$ cat src/rtl/instr_fetch_unit.sv
// Instruction fetch unit: issues one memory read per accepted PC and buffers up
// to two fetched {addr, data} words for decode. A flush discards everything buffered or in flight.
module instr_fetch_unit (
    input  logic        clk,
    input  logic        rst,
    input  logic [15:0] pc_addr,
    input  logic        flush,
    output logic        fetch_stall,
    output logic        mem_req,
    output logic [15:0] mem_addr,
    input  logic        mem_ack,
    input  logic [15:0] mem_rdata,
    output logic        ir_valid,
    output logic [15:0] ir_data,
    output logic [15:0] ir_pc,
    input  logic        ir_ready
);

    typedef enum logic [1:0] {
        IDLE,
        REQ,
        DRAIN
    } state_t;

    state_t      state;
    logic [15:0] addr_q [2];
    logic [15:0] data_q [2];
    logic        rd_ptr;
    logic        wr_ptr;
    logic [1:0]  count;

    logic        pop;
    logic        push;
    logic        slot_free;
    logic        accept;

    // A full queue still has room for a new fetch if decode drains its head this
    // cycle, because the resulting word only lands after the memory acks.
    assign pop         = ir_valid && ir_ready;
    assign slot_free   = (count < 2'd2) || ((count == 2'd2) && pop);
    assign accept      = (state == IDLE) && !flush && slot_free;
    assign fetch_stall = !accept;
    assign push        = (state == REQ) && mem_ack && !flush;

    assign ir_valid = (count != 2'd0);
    assign ir_data  = data_q[rd_ptr];
    assign ir_pc    = addr_q[rd_ptr];

    // Request FSM: the read request is never withdrawn before its ack.
    // A flush mid-request only marks the word to be thrown away in DRAIN.
    always_ff @(posedge clk or posedge rst) begin
        if (rst) begin
            state    <= IDLE;
            mem_req  <= 1'b0;
            mem_addr <= 16'h0000;
        end else begin
            case (state)
                IDLE: begin
                    if (accept) begin
                        mem_addr <= pc_addr;
                        mem_req  <= 1'b1;
                        state    <= REQ;
                    end
                end
                REQ: begin
                    if (mem_ack) begin
                        mem_req <= 1'b0;
                        state   <= IDLE;
                    end else if (flush) begin
                        state <= DRAIN;
                    end
                end
                DRAIN: begin
                    if (mem_ack) begin
                        mem_req <= 1'b0;
                        state   <= IDLE;
                    end
                end
                default: begin
                    mem_req <= 1'b0;
                    state   <= IDLE;
                end
            endcase
        end
    end

    // Two-entry FIFO; flush wins over any push or pop in the same cycle.
    always_ff @(posedge clk or posedge rst) begin
        if (rst) begin
            count  <= 2'd0;
            rd_ptr <= 1'b0;
            wr_ptr <= 1'b0;
            for (int i = 0; i < 2; i++) begin
                addr_q[i] <= 16'h0000;
                data_q[i] <= 16'h0000;
            end
        end else if (flush) begin
            count  <= 2'd0;
            rd_ptr <= 1'b0;
            wr_ptr <= 1'b0;
        end else begin
            if (push) begin
                addr_q[wr_ptr] <= mem_addr;
                data_q[wr_ptr] <= mem_rdata;
                wr_ptr         <= ~wr_ptr;
            end
            if (pop) begin
                rd_ptr <= ~rd_ptr;
            end
            case ({push, pop})
                2'b10:   count <= count + 2'd1;
                2'b01:   count <= count - 2'd1;
                default: count <= count;
            endcase
        end
    end

endmodule

$ cat config.mk
export PLATFORM = sky130hd
export DESIGN_NAME = instr_fetch_unit
export DESIGN_NICKNAME = d
export VERILOG_FILES = /design/src/rtl/instr_fetch_unit.sv
export SDC_FILE = /design/constraint.sdc
export NUM_CORES = 1
export LEC_CHECK = 0
export CAP_MARGIN = 25
export CORE_ASPECT_RATIO = 2
export CORE_MARGIN = 2
export CORE_UTILIZATION = 50
export CTS_CLUSTER_DIAMETER = 40
export CTS_CLUSTER_SIZE = 16
export DETAILED_ROUTE_END_ITERATION = 10
export PLACE_DENSITY_LB_ADDON = 0.05
export SLEW_MARGIN = 40
export SYNTH_ARGS = -nofsm -noshare
export SYNTH_HDL_FRONTEND = slang
export SYNTH_SLANG_ARGS = --single-unit
export TNS_END_PERCENT = 10
$ cat constraint.sdc
create_clock -name clk -period 3 [get_ports clk]
set_input_delay 0.3 -clock clk [delete_from_list [all_inputs] [get_ports clk]]
set_output_delay 0.3 -clock clk [all_outputs]
set_load 0.01 [all_outputs]
==> flow_summary_export.csv <==
group,metric,value,unit
synthesis,synth.distinct_cells,34,
power_and_ir_drop,power_density,1010,nW/um^2
power_and_ir_drop,total_power,5.17,mW
synthesis,syn_avg_cell_area,15.1,sq um
sta,skew,5.32,ps
final_layout,drive_gt1_share,39.5,%
sta,fin_ws,550,ps
placed_design,gp_congestion,0.774,
placed_design,io_buffers,87,
synthesis,synthXorXnorAreaFrac,0.452,%
worst_setup_path,criticalPathCategory,"reg -> out",
placed_design,pre_cts_slack,793,ps
synthesis,synth_top_area_cell,"dfrtp_1",
final_layout,syn_to_final_growth,32.1,%
synthesis,ys.flop_type,"dfrtp_1",
synthesis,yosys.area_share.simple,3.26,%
clock_tree,path_clk_slew,60,ps
clock_tree,clk_latency,340,ps
synthesis,synth_compound_area_share,3.13,%
global_route,grt_use_met2,31.7,%
global_route,antenna_found_initial,0,
detailed_routing,vias,2375,
worst_setup_path,worstPathMaxFanout,20,
synthesis,seq_area_frac_synth,56.2,%
sta,period_share,81.7,%
worst_setup_path,crit_path_end_kind,"primary output",
detailed_routing,routedWlPerCell,16.6,microns
sta,setup_viol,0,
floorplan,ioPinCount,88,
floorplan,initial_utilization,51.4,%
global_route,grt_pass1_vias,2418,
synthesis,synth_adder_area_share,0.969,%
global_route,gr-usage-met1,21.3,%
clock_tree,cts_buffer_depth,2,
floorplan,coreArea,7540,sq um
run,cap_violations,0,
sta,tns,0,ps
global_route,track_usage,18.7,%
worst_setup_path,worstReg2RegEnd,"data_q[22]$_DFFE_PP0P_",
final_layout,final_util,67.9,%
sta,slew_headroom,66.6,%
sta,rsz0062_at_grt,"false",
clock_tree,holdBufCountCts,0,
detailed_routing,ant_nets,0,
synthesis,syn_area,3870,sq um
synthesis,ys_top_cells_by_count,"mux2_2, dfrtp_1, buf_2",
synthesis,synth-edff-count,0,
detailed_routing,viasPerCell,5.33,
synthesis,netlist.area_leader.share,56.2,%
clock_tree,post_cts_buffers,0,
synthesis,synth-seq-cells,87,
synthesis,yosysMostFrequentCell,"mux2_2",
synthesis,syn_nets,296,
sta,hold_violations,0,
worst_setup_path,worstPathArrival,2150,ps
global_route,gr-total-overflow,0,
detailed_routing,drc_errors,0,
clock_tree,cts_buffers,9,
clock_tree,root_buffer,"clkbuf_16",
floorplan,rows,45,
placed_design,hpwlAfterDp,4.99,mm
synthesis,synthArstFlopShare,100,%
synthesis,synth_cells,256,
detailed_routing,drt_iter0_drc,88,
sta,fmax,0.408,GHz
synthesis,synth_top_family_by_area,"multiplexers",
final_layout,antenna_cells_inserted,0,
final_layout,final_area,5120,sq um
synthesis,muxShareOfSynthArea,32.8,%
worst_setup_path,r2r-start,"state[1]$_DFFE_PP0P_",
clock_tree,post_cts_resized,0,
global_route,grt_busiest_layer,"met2",
detailed_routing,wl,7.38,mm
worst_setup_path,crit_required,2700,ps
global_route,grt_max_degree,76,
floorplan,die_w,66.3,microns
global_route,use_met3,4.55,%
synthesis,synth_area_leaders,"dfrtp_1, mux2_2, mux2_1",
worst_setup_path,reg2reg_slack,900,ps
clock_tree,clock_sinks,87,
min_path,hold_path_class,"in -> async",
power_and_ir_drop,ir_worst_vdd,589,uV
outcome,status,"finished, final reports clean",
placed_design,place_area,4830,sq um
global_route,grt_pass1_wl,11.7,mm
floorplan,die_area,8510,sq um
sta,min_period,2450,ps
synthesis,yosys_warnings,0,
detailed_routing,drt_first_pass_iters,4,
clock_tree,htreeDepth,3,
floorplan,die_y,129,microns
final_layout,final_nets,387,
worst_setup_path,ff2ff_path_depth,6,
sta,slew_viol_final,0,
worst_setup_path,cp-start-kind,"register",
power_and_ir_drop,p_leak,2.23,nW
sta,worstMarginPinSlew,501,ps
clock_tree,cts_tree,"done",
## power by group
group / switching (mW) / internal, mW
Combinational: 0.718 / 1.33
Sequential: 0.317 / 1.72
Clock: 0.417 / 0.663
## how the worst max path moves through the flow
stage                       start                     to  slack [ps]  depth (start not counted)
2_1_floorplan                 rst  addr_q[0]$_DFFE_PP0P_         450                          1
3_3_place_gp                flush            fetch_stall         810                          5
3_5_place_dp                flush            fetch_stall         790                          5
4_1_cts        rd_ptr$_DFFE_PP0P_               ir_pc[8]         490                          3
5_1_grt        rd_ptr$_DFFE_PP0P_               ir_pc[8]         470                          3
6_report       rd_ptr$_DFFE_PP0P_               ir_pc[8]         550                          3
## per-layer routing
layer,wire length (microns),up-vias
met5,0,-
met4,170,0
met3,380,15
met2,3860,67
met1,2980,1196
li1,-,1097
## registers in the layout, indices dropped and copies added (netlist names)
signal	count
rd_ptr	1
mem_req	1
state	2
wr_ptr	1
data_q	32
mem_addr	16
addr_q	32
count	2
## layout by cell type (no fill, tap or decap), drive strengths merged, types with 3 or more instances in the layout
| master | n |
|---|---|
| a21oi | 4 |
| buf | 6 |
| clkbuf | 12 |
| clkdlybuf4s50 | 87 |
| clkinv | 4 |
| dfrtp | 87 |
| ha | 3 |
| inv | 5 |
| mux2 | 113 |
| nor2 | 3 |
| nor2b | 3 |
## logic make-up (layout without fill, tap and decap cells)
| group | count (synthesis) | after routing |
|---|---|---|
| muxes | 113 | 113 |
| buffers and inverters | 19 | 115 |
| AOI/OAI and AO/OA | 15 | 15 |
| DFF | 87 | 87 |
| xor gates and xnor gates | 2 | 2 |
| adders and majority gates | 3 | 3 |
| and+or+nand+nor | 17 | 17 |
## metrics by stage
stage | instances | hold WS, ps
after floorplan | 256 | 411
after global placement | 430 | 463
after detailed placement | 430 | 476
after CTS | 446 | 203
after global routing | 446 | 230
final | 446 | 208
## critical path, stage by stage, from the launching register on
cell             delay (ps)
dfrtp_2                 670
buf_4                   290
mux2_2                  350
clkdlybuf4s50_1         500
## final cells by class
class | instances | area [sq um]
Tap cell | 94 | 118
Timing Repair Buffer | 93 | 928
Clock inverter | 4 | 45.0
Inverter | 6 | 28.8
Sequential cell | 87 | 2180
Clock buffer | 12 | 246
Fill cell | 584 | 2420
Multi-Input combinational cell | 150 | 1580
Power figures use the tool's default switching activity.
